`src/rtl/mem_wb_stage.sv`:
```
// MEM/WB pipeline register with load extension and write-back select.
// Drives the register-file write port one cycle after MEM.
module mem_wb_stage #(
  parameter logic [31:0] PC_RESET = 32'h0000_3000,
  parameter int          CNT_W    = 32
) (
  input  logic             clk,
  input  logic             reset,
  input  logic             stall,
  input  logic             flush,
  input  logic             valid_m,
  input  logic [31:0]      pc_m,
  input  logic             we_m,
  input  logic [4:0]       rd_m,
  input  logic [1:0]       wb_sel_m,
  input  logic [2:0]       ld_type_m,
  input  logic [31:0]      alu_m,
  input  logic [31:0]      rdata_m,
  output logic [31:0]      pc_w,
  output logic             we_w,
  output logic [4:0]       rd_w,
  output logic [31:0]      wd_w,
  output logic             valid_w,
  output logic [CNT_W-1:0] retired
);

  logic [7:0]  ld_byte;
  logic [15:0] ld_half;
  logic [31:0] ld_val;
  logic [31:0] wd_next;

  always_comb begin
    ld_byte = rdata_m[7:0];
    unique case (alu_m[1:0])
      2'd0: ld_byte = rdata_m[7:0];
      2'd1: ld_byte = rdata_m[15:8];
      2'd2: ld_byte = rdata_m[23:16];
      2'd3: ld_byte = rdata_m[31:24];
      default: ld_byte = rdata_m[7:0];
    endcase
  end

  // alu_m[0] is ignored for halfwords; no misalignment trap here
  assign ld_half = alu_m[1] ? rdata_m[31:16] : rdata_m[15:0];

  always_comb begin
    ld_val = rdata_m;
    case (ld_type_m)
      3'd1: ld_val = {{16{ld_half[15]}}, ld_half};
      3'd2: ld_val = {16'h0000, ld_half};
      3'd3: ld_val = {{24{ld_byte[7]}}, ld_byte};
      3'd4: ld_val = {24'h000000, ld_byte};
      default: ld_val = rdata_m;
    endcase
  end

  always_comb begin
    wd_next = alu_m;
    case (wb_sel_m)
      2'd1: wd_next = ld_val;
      2'd2: wd_next = pc_m + 32'd8;
      default: wd_next = alu_m;
    endcase
  end

  always_ff @(posedge clk or posedge reset) begin
    if (reset) begin
      pc_w    <= PC_RESET;
      we_w    <= 1'b0;
      rd_w    <= 5'd0;
      wd_w    <= 32'd0;
      valid_w <= 1'b0;
      retired <= '0;
    end else if (flush) begin
      pc_w    <= PC_RESET;
      we_w    <= 1'b0;
      rd_w    <= 5'd0;
      wd_w    <= 32'd0;
      valid_w <= 1'b0;
    end else if (!stall) begin
      pc_w    <= pc_m;
      we_w    <= we_m & valid_m;
      rd_w    <= rd_m;
      wd_w    <= wd_next;
      valid_w <= valid_m;
      if (valid_w)
        retired <= retired + CNT_W'(1);
    end
  end

endmodule

```
`config.mk`:
```
export PLATFORM = sky130hd
export DESIGN_NAME = mem_wb_stage
export DESIGN_NICKNAME = d
export VERILOG_FILES = /design/src/rtl/mem_wb_stage.sv
export SDC_FILE = /design/constraint.sdc
export NUM_CORES = 1
export LEC_CHECK = 0
export CORE_MARGIN = 3
export CORE_UTILIZATION = 46
export DETAILED_ROUTE_END_ITERATION = 10
export HOLD_SLACK_MARGIN = 0.08
export PLACE_DENSITY_LB_ADDON = 0.15
export SETUP_SLACK_MARGIN = 0.1
export SLEW_MARGIN = 20
export SYNTH_ARGS = -nofsm -noshare
export SYNTH_HDL_FRONTEND = slang
export SYNTH_SLANG_ARGS = --single-unit
```
`constraint.sdc`:
```
create_clock -name clk -period 4.61 [get_ports clk]
set_clock_uncertainty 0.1 [all_clocks]
set_input_delay 0.6915 -clock clk [delete_from_list [all_inputs] [get_ports clk]]
set_output_delay 0.6915 -clock clk [all_outputs]
set_load 0.02 [all_outputs]
```
# Word level (Yosys, flattened, before mapping)
# Index checks and enable logic that the tools add are counted.
# W data, S select, Z words.
[word_totals]
register_bits = 103
wordCells = 37
[classes]
add_sub_neg = 2
eq_ne = 10
n_mux = 14
bitwise = 3
reduce_logical = 2
[ops]
columns = ["operator", "n"]
rows = [
  ["$mux W32", 4],
  ["$pmux W32 S4", 1],
  ["$pmux W32 S2", 1],
  ["$add A32 B1 Y32 const B", 1],
  ["$add A32 B4 Y32 const B", 1],
  ["$pmux W8 S4", 1],
  ["$mux W16", 1],
  ["$mux W5", 2],
  ["$eq A2 B2 Y1 const B", 3],
  ["$eq A3 B2 Y1 const B", 2],
  ["$eq A2 B1 Y1 const B", 2],
  ["$mux W1", 4],
  ["$eq A3 B1 Y1 const B", 1],
  ["$eq A3 B3 Y1 const B", 1],
  ["$reduce_and A3 Y1", 1],
  ["$logic_not A2 Y1", 1],
  ["$ne A2 B1 Y1 const B", 1],
  ["$not A1 Y1", 2],
  ["$and A1 B1 Y1", 1],
]

# Longest topological paths before layout
[logic_depth]
ltp_word = 6
ltp_mapped = 9
depth_no_buf = 7

# Worst setup path after synthesis
# Ideal clock, no wire load.
[synth_path]
path_type = "input -> register"
startpoint = "input alu_m[1]"
endpoint = "register wd_w[11]"
t_arrival_ns = 2.181
required_ns = 4.374
slack_ns = 2.193
cell_stages = 7
cell_sequence = "buf_6 mux4_2 and3_4 buf_6 a221o_1 a221oi_2 nor3_1"
[synth_between]
elab_chain_len = 6
elab_cells_between_ends = 10
cone_classes = "eq/ne (3); mux (6); reduce/logical (1)"
[synth_rtl]
columns = ["item", "line_no", "text"]
rows = [
  ["start, declared", "17", "input logic [31:0] alu_m,"],
  ["$eq A2 B2 Y1, or another cell as far along", "34", "unique case (alu_m[1:0])"],
  ["$pmux W8 S4", "34", ""],
  ["$pmux W32 S4 (*)", "48", "case (ld_type_m)"],
  ["$pmux W32 S2 (*)", "59", "case (wb_sel_m)"],
  ["$mux W32 (*)", "80", "end else if (!stall) begin"],
  ["$mux W32 (*)", "74", "end else if (flush) begin"],
  ["end signal, assigned", "84", "wd_w <= wd_next;"],
  ["end, declared", "22", "output logic [31:0] wd_w,"],
]
# Every way passes the cells marked *; elsewhere a longest branch is shown, timed or not. The select of a mux whose other input is x is not followed.
# A chain may end at the register's enable or synchronous reset.

# Final worst setup path
[layout_path]
startpoint = "input alu_m[1]"
endpoint = "register wd_w[25]"
# The elaborated chain is that of the path after synthesis.

==> results.md <==
- Switching share of power: 31.5%
- Area after detailed placement: around 8500 um2
- Vias in the first global route: 6285
- 1st-iter DRT viols: roughly 580
- Net Switching: 755 uW
- Fmax: 322 MHz
- Status: finished clean
- Netlist cell types: 65
- Comb power frac: a little over a quarter
- Root Buffer: clkbuf_16
- Buffers on Ports: 214
- Cell total after placement: 1044
- Routed len/inst: 21.3 um
- Setup_tns: 0 ns
- Die Width: 123 um
- Post-CTS Setup Inserts: 0
- CTS Buffer Depth: 2
- TritonRoute pass-1 iters: 8
- Die Span Y: around 120 um
- Reg power frac: 41.8%
- Flip-flop and latch count after synthesis: 103
- Placer Congestion: 1.01
- Worst path max stage delay: 1.06 ns
- # H-tree levels: 3
- DRC: 0
- Register area share after synthesis: 40.9%
- CTS sink cnt: 103
- P&R area growth vs syn: 39.9%
- Critical path's slowest cell: clkdlybuf4s50_1
- Share of cells above drive strength 1: 6.33%
- First-pass GRT wire length: 34800 um
- Via density: 5.90
- CP required: between 4 and 5 ns
- Total number of vias: about 6300
- Non-filler cells, final: 1060
- Cells after synthesis: ~690
- Avg Cell Area, Syn: 9.13 um2
- RSZ-0062 raised after global routing: no
- Worst VDD drop: about 0.18 mV
- Ratio of final minimum period to clock period: 67.3%
- Syn Nets: 807
- DIE AREA: 15200 um2
- Ys async rst share: 100%
- Gr ovfl total: 0
- Clock share of power: 31.8%
- Antenna diodes: 0
- CTS Hold Bufs: 0
- Reg clk slew, reported paths: 0.08 ns
- Total global-route track usage: 30.2%
- Final worst path period need: 3.10 ns
- Worst slew pin tran: ~1 ns
- Synthesized area: between 6000 and 7000 um2
- Final number of hold-violating endpoints: 0
- Initial antenna violation count: 1
- Slew headroom: 35.0%
- HP Class: reg2reg
- Crit end category: register
- Initial Utilization: between 40 and 50%
- Core area: 13300 um2
- Ys flop type: dfrtp_1
- Detailed Place HPWL: between 15000 and 20000 um
- Final-stage net count: a little under 1000
- Kind of critical path: in2reg
- WL final: around 23000 um
- Largest net degree at the start of global routing: 80
- Leak: about 0.0036 uW
- CP cell instances: clkdlybuf4s50_1 -> mux2_2 -> o32ai_1 -> nor4b_2 -> buf_4 -> a221oi_1 -> a2111oi_2
- TritonCTS clock tree: built
- MaxCap Viol Count: 0
- Crit Path Max Fanout: 21
- Startpoint Class: input port
- Final setup vio count: 0
- Post-synth EDFFs: 0
- Max-slew violation count: 0
- Num CTS Buffers: 9
- Worst Path Arrival: between 3 and 4 ns
- Worst skew pair latency: 0.36 ns
- Hold_ws: 0.382 ns
- Design internal power: 1640 uW
- Fin area: around 8800 um2
- Cts repair resizes: 0
- Ys Warns: 0
- IO Pins: 215
- Pwr/cell area: 272 nW/um2
- Row Count: 42
- Final ANT Viol Nets: 0
==> synthesized netlist by cell type, types with 9 or more instances <==
cell type,n,area share [%]
dfrtp_1,101,40
xnor2_1,34,4.7
nand2b_1,12,1.2
xor2_1,18,2.5
clkbuf_1,33,2.0
nor2_1,80,4.8
a21oi_1,43,3.4
nand3_1,16,1.3
inv_1,26,1.5
nand4_1,21,2.1
nand2_1,51,3.0
mux2i_1,37,5.9
nor2b_1,15,1.5
nor3_1,14,1.1
a221oi_1,10,1.4
buf_2,9,0.71
o21ai_0,23,1.8
==> layout make-up <==
cell class / count / area (um2)
clock inverter: 6 / 51.3
tap: 176 / 220
fill: 1126 / 4520
sequential: 103 / 2580
timing repair buffer: 223 / 2200
multi-input combinational: 516 / 3430
clock buffer: 10 / 239
inverter: 26 / 103
==> sequential cells by signal, indices dropped and copies added (netlist names) <==
name     count
we_w         1
wd_w        32
retired     32
valid_w      1
rd_w         5
pc_w        32
==> layer usage <==
layer	track usage (%)	vias up	part of all wire (%)
li1	-	2877	-
met1	39.2	3041	41
met2	48.7	293	47
met3	7.87	46	8.5
met4	11.1	2	2.8
met5	0	-	0.066
==> critical path: cells and delay by family <==
kind,cells,cell delay [ns]
mux,1,0.41
compound gates,3,0.76
simple gates,1,0.08
buf+inv,2,1.26
==> layout by cell type (no fill, tap or decap), types with 4 or more instances in the layout <==
master,instances
o31a_1,6
and3_1,8
nor3_1,14
nand2b_1,12
o21ai_1,5
mux2i_1,37
and4_1,5
a21oi_1,43
clkbuf_16,9
mux2_2,8
ha_1,4
nor2b_1,15
clkdlybuf4s50_1,212
o31ai_1,4
a31oi_1,5
a221oi_1,10
nand4_1,21
a221o_1,5
nand2_1,51
dfrtp_1,101
nand3b_1,4
inv_1,25
a222oi_1,7
nor4_1,7
o21a_1,5
xnor2_1,34
xor2_1,18
nand3_1,16
o21ai_0,23
buf_4,10
nor2_1,80
o22ai_1,4
a22o_1,6
o221ai_1,7
==> worst paths after layout <==
check | cells after the start | end | slack [ns] | from
min in group asynchronous | 2 | pc_w[1]$_DFFE_PP0P_ | 0.72 | reset
worst max register to register | 5 | retired[30]$_DFFE_PP0P_ | 2.32 | retired[12]$_DFFE_PP0P_
worst min-delay path | 1 | retired[31]$_DFFE_PP0P_ | 0.38 | retired[31]$_DFFE_PP0P_
worst min register to register | 1 | retired[31]$_DFFE_PP0P_ | 0.38 | retired[31]$_DFFE_PP0P_
worst max-delay path | 7 | wd_w[25]$_DFFE_PP0P_ | 1.51 | alu_m[1]
max in group asynchronous | 3 | retired[20]$_DFFE_PP0P_ | 2.95 | reset
==> through the flow <==
step	worst slack (ns)	total power (uW)	utilization, %
2_1_floorplan	1.12	1330	-
3_3_place_gp	1.20	1640	63.9
3_5_place_dp	1.15	1650	63.9
4_1_cts	1.52	2410	66.1
5_1_grt	1.33	2500	66.1
6_report	1.51	2400	66.1
==> power groups by stage <==
stage	logic, uW	registers, uW	clock network (uW)
2_1_floorplan	246	1080	0
3_3_place_gp	621	1020	0
3_5_place_dp	628	1020	0
4_1_cts	633	1000	770
5_1_grt	681	1010	809
6_report	633	1000	762
==> kinds of logic (layout without fill, tap and decap cells) <==
family	Yosys count	in the layout	share of synthesized area, %
XOR/XNOR	52	52	7.22
flip-flops	103	103	40.9
buffers and inverters	72	265	4.70
AND/OR/NAND/NOR	255	255	20.8
AO/OA/AOI/OAI	157	157	17.4
adder cells (fa/ha/maj)	5	5	0.952
multiplexers	47	47	8.01
No activity file was read; power rests on OpenSTA's default activity.
